<file path="src/rtl/common_pkg.sv">
// Shared types and constants for the instruction fetch unit.
package common_pkg;
  typedef enum logic [1:0] {IFU_IDLE, IFU_REQ_HI, IFU_REQ_LO, IFU_HOLD} ifu_state_t;
  localparam logic [15:0] IFU_NOP_INSTR = 16'h0000;
  localparam int          IFU_TIMEOUT_W = 8;
endpackage

</file>
<file path="src/rtl/ifu_timeout_counter.sv">
// Per-byte ack wait counter; used only when IFU_BUS_TIMEOUT_EN is defined.
module ifu_timeout_counter
  import common_pkg::*;
#(
  parameter int LIMIT = 255
) (
  input  logic clk_in,
  input  logic reset_in,
  input  logic clear,
  input  logic enable,
  output logic expired
);
  logic [IFU_TIMEOUT_W-1:0] cnt_q;

  always_ff @(posedge clk_in or posedge reset_in) begin
    if (reset_in)    cnt_q <= '0;
    else if (clear)  cnt_q <= '0;
    else if (enable) cnt_q <= cnt_q + 1'b1;
  end

  // Fires on the LIMIT-th consecutive cycle without ack.
  assign expired = enable && (cnt_q == IFU_TIMEOUT_W'(LIMIT - 1));
endmodule

</file>
<file path="src/rtl/instruction_fetch_unit.sv">
// Fetches a 16-bit big-endian instruction as two byte reads, then hands it to the decoder.
// Optional bus timeout enabled by defining IFU_BUS_TIMEOUT_EN.
module instruction_fetch_unit
  import common_pkg::*;
#(
  parameter int ADDR_WIDTH     = 16,
  parameter int TIMEOUT_CYCLES = 255
) (
  input  logic                  clk_in,
  input  logic                  reset_in,
  input  logic [ADDR_WIDTH-1:0] pc_in,
  input  logic                  fetch_req_in,
  output logic                  mem_req_out,
  output logic [ADDR_WIDTH-1:0] mem_addr_out,
  input  logic                  mem_ack_in,
  input  logic [7:0]            mem_rdata_in,
  output logic [15:0]           instr_out,
  output logic                  instr_valid_out,
  input  logic                  instr_ready_in,
  output logic                  busy_out,
  output logic                  fetch_err_out
);
  ifu_state_t            state_q, state_d;
  logic [ADDR_WIDTH-1:0] base_q, base_d, addr_d;
  logic [15:0]           instr_d;
  logic                  accept, tmo;
  logic                  unused_pc0;

  assign unused_pc0 = pc_in[0];

  always_comb begin
    state_d = state_q;
    base_d  = base_q;
    instr_d = instr_out;
    accept  = 1'b0;
    case (state_q)
      IFU_IDLE: accept = fetch_req_in;
      IFU_REQ_HI:
        if (mem_ack_in) begin
          instr_d[15:8] = mem_rdata_in;
          state_d       = IFU_REQ_LO;
        end else if (tmo) begin
          instr_d = IFU_NOP_INSTR;
          state_d = IFU_HOLD;
        end
      IFU_REQ_LO:
        if (mem_ack_in) begin
          instr_d[7:0] = mem_rdata_in;
          state_d      = IFU_HOLD;
        end else if (tmo) begin
          instr_d = IFU_NOP_INSTR;
          state_d = IFU_HOLD;
        end
      IFU_HOLD:
        if (instr_ready_in) begin
          accept  = fetch_req_in;
          state_d = IFU_IDLE;
        end
      default: state_d = IFU_IDLE;
    endcase
    // A new fetch overrides the IDLE return, giving back-to-back fetches.
    if (accept) begin
      base_d  = {pc_in[ADDR_WIDTH-1:1], 1'b0};
      state_d = IFU_REQ_HI;
    end
  end

  always_comb begin
    addr_d = mem_addr_out;
    if (state_d == IFU_REQ_HI)      addr_d = base_d;
    else if (state_d == IFU_REQ_LO) addr_d = {base_d[ADDR_WIDTH-1:1], 1'b1};
  end

  // Outputs are registered from the next state so they are pure Moore.
  always_ff @(posedge clk_in or posedge reset_in) begin
    if (reset_in) begin
      state_q         <= IFU_IDLE;
      base_q          <= '0;
      instr_out       <= 16'h0000;
      mem_req_out     <= 1'b0;
      mem_addr_out    <= '0;
      instr_valid_out <= 1'b0;
      busy_out        <= 1'b0;
    end else begin
      state_q         <= state_d;
      base_q          <= base_d;
      instr_out       <= instr_d;
      mem_req_out     <= (state_d == IFU_REQ_HI) || (state_d == IFU_REQ_LO);
      mem_addr_out    <= addr_d;
      instr_valid_out <= (state_d == IFU_HOLD);
      busy_out        <= (state_d != IFU_IDLE);
    end
  end

`ifdef IFU_BUS_TIMEOUT_EN
  logic in_req, tmo_clear, fetch_err_q;

  assign in_req    = (state_q == IFU_REQ_HI) || (state_q == IFU_REQ_LO);
  assign tmo_clear = (state_d != state_q) &&
                     ((state_d == IFU_REQ_HI) || (state_d == IFU_REQ_LO));

  ifu_timeout_counter #(.LIMIT(TIMEOUT_CYCLES)) u_tmo (
    .clk_in   (clk_in),
    .reset_in (reset_in),
    .clear    (tmo_clear),
    .enable   (in_req && !mem_ack_in),
    .expired  (tmo)
  );

  // Sticky until the next accepted fetch.
  always_ff @(posedge clk_in or posedge reset_in) begin
    if (reset_in)    fetch_err_q <= 1'b0;
    else if (accept) fetch_err_q <= 1'b0;
    else if (tmo)    fetch_err_q <= 1'b1;
  end

  assign fetch_err_out = fetch_err_q;
`else
  localparam int unused_timeout = TIMEOUT_CYCLES;
  assign tmo           = 1'b0;
  assign fetch_err_out = 1'b0;
`endif
endmodule

</file>
<file path="config.mk">
export PLATFORM = sky130hd
export DESIGN_NAME = instruction_fetch_unit
export DESIGN_NICKNAME = d
export VERILOG_FILES = /design/src/rtl/common_pkg.sv /design/src/rtl/ifu_timeout_counter.sv /design/src/rtl/instruction_fetch_unit.sv
export SDC_FILE = /design/constraint.sdc
export NUM_CORES = 1
export LEC_CHECK = 0
export CORE_ASPECT_RATIO = 1.75
export CORE_MARGIN = 2
export CORE_UTILIZATION = 40
export DETAILED_ROUTE_END_ITERATION = 8
export PLACE_DENSITY = 0.68
export RECOVER_POWER = 100
export SYNTH_ARGS = -nofsm -noshare
export SYNTH_HDL_FRONTEND = slang
export SYNTH_SLANG_ARGS = --single-unit
</file>
<file path="constraint.sdc">
create_clock -name clk_in -period 3.7 [get_ports clk_in]
set_input_delay 0.555 -clock clk_in [delete_from_list [all_inputs] [get_ports clk_in]]
set_output_delay 0.555 -clock clk_in [all_outputs]
set_load 0.1 [all_outputs]
</file>
Word level (Yosys, flattened, before mapping)

Index checks and enable logic that the tools add are counted.
W data, S select, Z words.

Bits in registers: 53
Input bits: 29
Logic and storage cells: 34

Eq/ne operators: 6
Mux-type cells: 12
Bitwise operators: 2
Reduce and logical (&&, ||, !) cells: 6

Operators with widths:

| operator             | number |
|---|---|
| $mux W16             | 3 |
| $pmux W16 S2         | 1 |
| $eq A2 B2 Y1 const B | 4 |
| $mux W2              | 4 |
| $mux W8              | 1 |
| $pmux W2 S3          | 1 |
| $reduce_and A3 Y1    | 2 |
| $eq A2 B1 Y1 const B | 2 |
| $reduce_bool A2 Y1   | 2 |
| $logic_not A2 Y1     | 1 |
| $not A1 Y1           | 2 |
| $pmux W1 S2          | 1 |
| $logic_or A1 B1 Y1   | 1 |
| $mux W1              | 1 |

Longest topological paths before layout

Gate-level depths: netlist (run 1).

Depth after elaboration: 6
Depth in mapped cells: 11
Mapped depth without buffers: 8

Worst setup path after synthesis (run 1)

OpenSTA, ideal clock, no wires.

Kind: register to register
From: reg state_q[0]
To: reg mem_addr_out[10]
Library setup time: 82 ps
Arrival time: 2158 ps
Required time: 3618 ps
Setup slack: 1460 ps
Cell stages (with the launch flop): 11
Buffers on the path: 3
Clock period less this slack: 2240 ps
Cell sequence: dfrtp_1 inv_1 ha_1 nor2b_1 buf_2 buf_6 a2bb2oi_1 ha_1 clkbuf_1 nor2_1 a31oi_1

Longest elaborated chain between the ends: 5

Ends and longest elaborated chain:

| what                                                  | RTL line                     | text |
|---|---|---|
| start, declared                                       | instruction_fetch_unit.sv:23 | `ifu_state_t state_q, state_d;` |
| start signal, assigned                                | instruction_fetch_unit.sv:85 | `state_q <= state_d;` |
| $eq A2 B2 Y1, or another cell as far along            | instruction_fetch_unit.sv:36 | `case (state_q)` |
| $pmux W2 S3 / $pmux W1 S2 (equally long branches)     | instruction_fetch_unit.sv:36 |  |
| $mux W2 / $mux W16 (equally long branches)            | instruction_fetch_unit.sv:62 | `if (accept) begin` |
| $eq A2 B1 Y1, or another cell as far along            | instruction_fetch_unit.sv:70 | `if (state_d == IFU_REQ_HI) addr_d = base_d;` |
| $mux W16 / $reduce_bool A2 Y1 (equally long branches) | --                           |  |
| end signal, assigned                                  | instruction_fetch_unit.sv:89 | `mem_addr_out <= addr_d;` |
| end, declared                                         | instruction_fetch_unit.sv:14 | `output logic [ADDR_WIDTH-1:0] mem_addr_out,` |

Several ways; a longest one is shown, not always the timed one. The select of a mux whose other input is x is not followed.
A chain may end at the register's enable or synchronous reset.

Final worst setup path (run 1)

From: reg state_q[0]
To: reg mem_addr_out[12]

Same word-level chain as after synthesis.

==> results of run 1 <==
-- synth_stat cells, drive strengths merged, types with 2 or more instances --
cell type | n | area [um^2]
a21oi | 3 | 18.77
a2bb2oi | 2 | 17.52
a31oi | 16 | 100.1
buf | 10 | 66.30
clkbuf | 4 | 15.01
dfrtp | 53 | 1326
ha | 11 | 137.6
inv | 6 | 22.52
nand2 | 42 | 157.7
nand2b | 10 | 62.56
nand3 | 15 | 115.1
nor2 | 17 | 63.81
nor2b | 2 | 12.51
o21ai | 31 | 155.2
o22ai | 2 | 12.51
-- routing by layer --
layer | GRT usage | routed length [um]
met1 | 0.1982 | 1939
met2 | 0.2887 | 2762
met3 | 0.03960 | 233
met4 | 0.05319 | 76
met5 | 0 | 0
-- worst register-to-register path, stage by stage, from the launching register on --
cell       delay, ps
dfrtp_1          460
inv_1            140
ha_1             390
a2111oi_0        540
a2bb2oi_1        240
ha_1             330
clkbuf_2         460
nor2_1           100
a31oi_1          150
-- logic make-up after synthesis --
logic type / share of synthesized area
AO/OA/AOI/OAI: 0.1488
adder cells (fa/ha/maj): 0.05908
AND/OR/NAND/NOR: 0.1767
flip-flops: 0.5693
other: 0.001610
buffers and inverters: 0.04457
-- metrics by stage --
step	cells	util	hold slack, ps	instance area, um^2	worst slack [ps]
after floorplan	229	-	451.6	2330	1460
final	366	0.5509	477.8	3077	816.6
after global routing	366	0.5509	505.5	3077	444.0
after global placement	358	0.5379	461.2	3004	983.8
after detailed placement	358	0.5379	469.6	3004	945.6
after CTS	366	0.5580	490.2	3117	1071
-- flip-flops by register name, summed over array words and instances (netlist names) --
| register | count |
|---|---|
| base_q | 16 |
| instr_out | 16 |
| mem_addr_out | 16 |
| state_q | 2 |
| busy_out | 1 |
| instr_valid_out | 1 |
| mem_req_out | 1 |
-- final cells by class --
class / instances / area (um^2) / area share
sequential: 53 / 1326 / 0.4311
multi-input combinational: 156 / 868.3 / 0.2822
timing repair buffer: 67 / 651.9 / 0.2119
tap: 76 / 95.09 / 0.03091
clock buffer: 5 / 68.82 / 0.02237
clock inverter: 3 / 43.79 / 0.01423
inverter: 6 / 22.52 / 0.007320
-- final timing paths --
path / startpoint / end / cells after the start
max: state_q[0] / mem_addr_out[12] / 8
min: instr_out[11] / instr_out[11] / 2
max reg2reg: state_q[0] / mem_addr_out[12] / 8
min reg2reg: instr_out[11] / instr_out[11] / 2
max in group asynchronous: reset_in / instr_out[15] / 2
min in group asynchronous: reset_in / mem_addr_out[14] / 2
==> results.md, run 1 <==
- CP peak stage delay: 540 ps
- First-pass GRT wire length: 8259 um
- Via Count: 1760
- Fin nets: 329
- DRT antenna net count: 0
- Final WL: 5012 um
- Failing checks: capacitance limit, slew limit
- Seq/Total Area, Yosys: 0.5693
- Layout cell share with drive strength beyond 1: 0.05862
- Max-cap violation count: 1
- Effective utilization at floorplan: 0.4171
- Clk buf depth: 2
- Crit path max fanout: 24
- Worst Path Buf+Inv: 2
- Critical path cell sequence: inv_1 -> ha_1 -> a2111oi_0 -> a2bb2oi_1 -> ha_1 -> clkbuf_2 -> nor2_1 -> a31oi_1
- Number of global-route vias before repair: 1779
- Die Area: 6475 um^2
- Drt pass-1 iters: 4
- Synth warn: 0
- CTS tree: built
- Placer's final routability congestion estimate: 0.7548
- Critical-path top delay cell: a2111oi_0
- Final HPWL DP: 3675 um
- Peak Freq: 0.3468 GHz
- Commonest non-fill, non-tap cells in the layout: dfrtp_1 (53), nand2_1 (42), dlygate4sd3_1 (36), clkdlybuf4s50_1 (26), o21ai_0 (23)
- Initial antenna violation count: 0
- Most frequent CP cell: ha_1
- Ys async rst share: 1.000
- Slew @ Worst Pin: 1937 ps
- Final slew viol count: 54
- Root Driver: clkbuf_8
- Critical path type: flip-flop to flip-flop
- IO Pins: 65
- Ys flop type: dfrtp_1
- Skew final: 10.74 ps
- Status: finished, violations left
- Reg clk slew, reported paths: 90 ps
- Final Hold Vio Count: 0
- Clock sink total: 53
- RSZ-0062 raised after global routing: no
- Die Ht: 105.0 um
- Core footprint: 5585 um^2
- FF-to-FF setup slack: 820 ps
- Crit. End Element: flip-flop
- Leading cell type in the layout, fill and taps excluded: dfrtp_1
- Largest net degree at the start of global routing: 54
- Total global routing overflow: 0
- Layout fillers: 552
- Diode count: 0
- Mapped cell area: 2330 um^2
- Setup TNS: 0 ps
- GRT Util Overall: 0.1683
- H-tree depth: 2
- Port Buf Inserts: 62
- Seq cells post-synth: 53
- Vias per inst: 4.809
- Max_slew headroom: -0.2925
- Avg Inst Size Synth: 10.17 um^2
- Final setup viols: 0
- Crit path max-delay family: compound AO/OA/AOI/OAI gates
- Worst Hold Class: flip-flop to flip-flop
- Final min period: 2883 ps
- Syn Nets: 269
- First-iteration detailed-routing DRC count: 74
- Post-synth EDFFs: 0
- Area growth syn-to-layout: 32.06%
- # Post-CTS Setup Buffers: 0
- Die W: 61.69 um
- CTS resizes: 0
- Routed WL per cell: 13.69 um
- Hold_buf cts: 0
- Drt drc: 0
- Yosys cell types: 26
- Cts bufs inserted: 5
- Worst-skew pair later-pin latency: 300 ps
- Mapped Cells: 229
- Required @ worst endpoint: 3930 ps
- Worst setup SP type: flip-flop
- Row count: 36
- Final period util: 0.7793
- Worst path arrival time: 3110 ps
Power of run 1 is left out: the tool's default activity adds up to more than one toggle a clock period on the data nets, which glitch-free logic cannot reach.
==> run 2, diff against run 1 <==
--- a/config.mk
+++ b/config.mk
@@ -9,7 +9,7 @@
 export CORE_MARGIN = 2
 export CORE_UTILIZATION = 40
 export DETAILED_ROUTE_END_ITERATION = 8
-export PLACE_DENSITY = 0.68
+export PLACE_DENSITY = 0.7
 export RECOVER_POWER = 100
 export SYNTH_ARGS = -nofsm -noshare
 export SYNTH_HDL_FRONTEND = slang
==> constraint.sdc (replaced) <==
create_clock -name clk_in -period 2.6 [get_ports clk_in]
set_input_delay 0.39 -clock clk_in [delete_from_list [all_inputs] [get_ports clk_in]]
set_output_delay 0.39 -clock clk_in [all_outputs]
set_load 0.1 [all_outputs]
==> results.md, run 2 (same netlist as run 1, synthesis figures left out) <==
- Status: completed
- Number of global-route vias before repair: 1740
- Max-cap violation count: 0
- Root Driver: clkbuf_8
- RSZ-0062 raised after global routing: no
- Area growth syn-to-layout: 23.36%
- Final HPWL DP: 3598 um
- DRT antenna net count: 0
- Grt met2 use: 0.2782
- Critical path cell sequence: inv_1 -> ha_1 -> nor2b_1 -> a2111oi_2 -> a2bb2oi_1 -> ha_1 -> buf_4 -> o22a_1
- Total global routing overflow: 0
- CTS tree: built
- Final min period: 2351 ps
- Max_slew headroom: 0.1482
- Routed WL per cell: 13.66 um
- Peak Freq: 0.4253 GHz
- # Post-CTS Setup Buffers: 0
- Clock sink total: 53
- Met1 Use GR: 0.1923
- Worst Path Buf+Inv: 2
- Critical-path top delay cell: dfrtp_1
- Die W: 61.69 um
- Worst r2r path cells: 8
- GRT Util Overall: 0.1637
- Slew @ Worst Pin: 1278 ps
- Worst setup SP type: flip-flop
- H-tree depth: 2
- Die Ht: 105.0 um
- Initial antenna violation count: 0
- Drt pass-1 iters: 4
- Crit. End Element: flip-flop
- Clk buf depth: 2
- Effective utilization at floorplan: 0.4171
- Final setup viols: 0
- FF-to-FF setup slack: 250 ps
- Leading cell type in the layout, fill and taps excluded: dfrtp_1
- Final WL: 5039 um
- First-pass GRT wire length: 7928 um
- WHS Path Cells: 2
- Met3 usage: 0.03218
- Hold_buf cts: 0
- GRT busiest layer: met2
- Diode count: 0
- Worst-skew pair later-pin latency: 300 ps
- Top Registers: base_q x16, instr_out x16, mem_addr_out x16
- CTS resizes: 0
- Worst Hold Class: flip-flop to flip-flop
- Critical path type: flip-flop to flip-flop
- RR Endpoint: mem_addr_out[0]
- Row count: 36
- Setup TNS: 0 ps
- Drt drc: 0
- Required @ worst endpoint: 2800 ps
- Via Count: 1817
- Reg clk slew, reported paths: 90 ps
- Layout cell share with drive strength beyond 1: 0.07509
- First-iteration detailed-routing DRC count: 62
- Port Buf Inserts: 62
- Vias per inst: 4.924
- Final Hold Vio Count: 0
- Final slew viol count: 0
- Most frequent CP cell: ha_1
- Skew final: 6.134 ps
- Cts bufs inserted: 5
- Worst hold endpoint: instr_out[10]
- Fin nets: 333
- Startpoint of the worst register-to-register path: state_q[1]
- Placer's final routability congestion estimate: 0.8247
- Commonest non-fill, non-tap cells in the layout: dfrtp_1 (53), nand2_1 (42), clkbuf_1 (38), o21ai_0 (29), clkdlybuf4s50_1 (26)
- Core footprint: 5585 um^2
- Final period util: 0.9042
- Crit path max fanout: 16
- Crit path max-delay family: compound AO/OA/AOI/OAI gates
- Die Area: 6475 um^2
- Worst path arrival time: 2550 ps
- Largest net degree at the start of global routing: 54
- CP peak stage delay: 440 ps
- IO Pins: 65
- Worst Hold Launch: instr_out[10]
run 2: changes by cell type in the layout (fill, tap and decap cells not counted), moves of 3 or more:
cell,delta
buf_4,+3
o21ai_1,-6
dlygate4sd3_1,-35
nand3_2,+3
nand3_1,-3
clkbuf_1,+37
o21ai_0,+6
run 2: cell type report:
cell class	instances	area (um^2)
Fill cell	592	2711
Inverter	6	22.52
Sequential cell	53	1326
Multi-Input combinational cell	156	889.6
Timing Repair Buffer	71	459.2
Clock buffer	6	72.57
Clock inverter	1	8.758
Tap cell	76	95.09
run 2: per-stage QoR:
step / std cells / setup slack [ps] / hold WS, ps / area [um^2] / util
4_1_cts: 369 / 251.4 / 458.3 / 3040 / 0.5444
5_1_grt: 369 / 50.34 / 508.1 / 2874 / 0.5146
3_5_place_dp: 362 / 177.7 / 472.3 / 2959 / 0.5298
2_1_floorplan: 229 / 359.7 / 451.6 / 2330 / -
3_3_place_gp: 362 / 207.8 / 465.4 / 2959 / 0.5298
6_report: 369 / 249.0 / 481.5 / 2874 / 0.5146
run 2: metal layers:
| layer | routed length (um) | share of wire |
|---|---|---|
| met5 | 0 | 0 |
| met4 | 94 | 0.019 |
| met3 | 231 | 0.046 |
| met2 | 2629 | 0.52 |
| met1 | 2083 | 0.41 |
run 2: worst max-delay path by stage:
| stage | start | endpoint | depth (start not counted) |
|---|---|---|---|
| floorplan | state_q[0] | mem_addr_out[10] | 10 |
| global placement | instr_ready_in | mem_addr_out[0] | 7 |
| detailed placement | instr_ready_in | mem_addr_out[0] | 7 |
| CTS | state_q[1] | mem_addr_out[0] | 8 |
| global route | state_q[0] | mem_addr_out[0] | 8 |
| finish | state_q[1] | mem_addr_out[0] | 8 |
run 2: tightest hold or removal path, cell delays in order (launching register included):
cell	delay [ps]
dfrtp_1	350
nand2_1	40
o21ai_0	60
Power of run 2 is left out for the same reason.
==> run 3, diff against run 2 <==
--- a/config.mk
+++ b/config.mk
@@ -6,9 +6,10 @@
 export NUM_CORES = 1
 export LEC_CHECK = 0
 export CORE_ASPECT_RATIO = 1.75
-export CORE_MARGIN = 2
+export CORE_MARGIN = 3
 export CORE_UTILIZATION = 40
 export DETAILED_ROUTE_END_ITERATION = 8
+export GPL_ROUTABILITY_DRIVEN = 0
 export PLACE_DENSITY = 0.7
 export RECOVER_POWER = 100
 export SYNTH_ARGS = -nofsm -noshare
==> results.md, run 3 (same netlist as run 1, synthesis figures left out) <==
- Worst path arrival time: 2540 ps
- First-pass GRT wire length: 8162 um
- First-iteration detailed-routing DRC count: 52
- Crit path max fanout: 17
- Vias per inst: 4.835
- Root Driver: clkbuf_8
- Peak Freq: 0.4276 GHz
- Clk buf depth: 2
- Setup TNS: 0 ps
- Routed WL per cell: 13.78 um
- Clock sink total: 53
- Diode count: 0
- CTS resizes: 0
- Fin nets: 333
- Status: completed
- CP peak stage delay: 450 ps
- Leading cell type in the layout, fill and taps excluded: dfrtp_1
- Commonest non-fill, non-tap cells in the layout: dfrtp_1 (53), nand2_1 (42), clkbuf_1 (39), o21ai_0 (30), clkdlybuf4s50_1 (26)
- Max_slew headroom: 0.1679
- Final period util: 0.8994
- Critical-path top delay cell: dfrtp_1
- Port Buf Inserts: 62
- Area growth syn-to-layout: 24.60%
- Crit path from: state_q[1]
- Met3 usage: 0.03040
- Total global routing overflow: 0
- Layout cell share with drive strength beyond 1: 0.08163
- Crit. End Element: flip-flop
- DRT antenna net count: 0
- Via Count: 1789
- Die W: 63.69 um
- Die Ht: 107.0 um
- Final setup viols: 0
- Max-cap violation count: 0
- Drt pass-1 iters: 4
- Slew @ Worst Pin: 1248 ps
- Final Hold Vio Count: 0
- Required @ worst endpoint: 2800 ps
- CTS tree: built
- Final WL: 5098 um
- Critical path cell sequence: inv_1 -> ha_1 -> nor2b_1 -> a2111oi_2 -> a2bb2oi_1 -> ha_1 -> buf_4 -> o22a_1
- Layout fillers: 587
- Drt drc: 0
- Final hold slack: 459.0 ps
- Skew final: 7.315 ps
- RSZ-0062 raised after global routing: no
- Most frequent CP cell: ha_1
- IO Pins: 65
- Met1 Use GR: 0.1723
- GRT busiest layer: met2
- Core footprint: 5585 um^2
- Hold_buf cts: 0
- Worst setup SP type: flip-flop
- Grt met2 use: 0.2782
- Worst Hold Class: primary input to async pin
- H-tree depth: 2
- Post-route insts no fill: 370
- GRT Util Overall: 0.1530
- Top Registers: base_q x16, instr_out x16, mem_addr_out x16
- Final min period: 2339 ps
- Reg clk slew, reported paths: 100 ps
- Critical path type: flip-flop to flip-flop
- Number of global-route vias before repair: 1702
- Startpoint of the worst register-to-register path: state_q[1]
- Initial antenna violation count: 0
- Largest net degree at the start of global routing: 25
- Row count: 36
- Inst Count DP: 362
- # Post-CTS Setup Buffers: 0
- Effective utilization at floorplan: 0.4171
- Final slew viol count: 0
- Worst-skew pair later-pin latency: 300 ps
- Die Area: 6812 um^2
- Cts bufs inserted: 5
- Final HPWL DP: 3802 um
## run 3: per-layer routing
metal | vias up | wire length (um) | share of wire
met5 | - | 0 | 0
met4 | 0 | 58 | 0.011
met3 | 4 | 256 | 0.050
met2 | 52 | 2716 | 0.53
met1 | 839 | 2066 | 0.41
li1 | 894 | - | -
## run 3: metrics by stage
stage,setup slack [ps],area [um^2],util
after floorplan,359.7,2330,-
after global placement,206.6,2947,0.5276
after detailed placement,208.6,2947,0.5276
after CTS,253.8,3052,0.5464
after global routing,87.68,2903,0.5197
final,261.5,2903,0.5197
## run 3: area by class of cell
class / instances / area [um^2] / share of cell area
timing repair buffer: 71 / 454.2 / 0.1565
clock buffer: 7 / 96.34 / 0.03319
tap: 76 / 95.09 / 0.03276
sequential: 53 / 1326 / 0.4569
inverter: 6 / 22.52 / 0.007759
clock inverter: 1 / 8.758 / 0.003017
multi-input combinational: 156 / 899.6 / 0.3099
## run 3: worst paths after layout
kind	endpoint	depth (start not counted)	slack [ps]
worst max-delay path	mem_addr_out[0]	8	260
worst min-delay path	mem_addr_out[4]	2	460
worst max register to register	mem_addr_out[0]	8	260
worst min register to register	instr_out[12]	2	480
max in group asynchronous	mem_addr_out[8]	3	690
min in group clk_in	instr_out[12]	2	480
## run 3: worst max-delay path: cells and delay by family (launching register included)
family          cells  cell delay, ps
fa+ha+maj           2             500
buf+inv             2             340
compound gates      3             800
flops               1             450
simple gates        1             150
Power of run 3 is left out for the same reason.
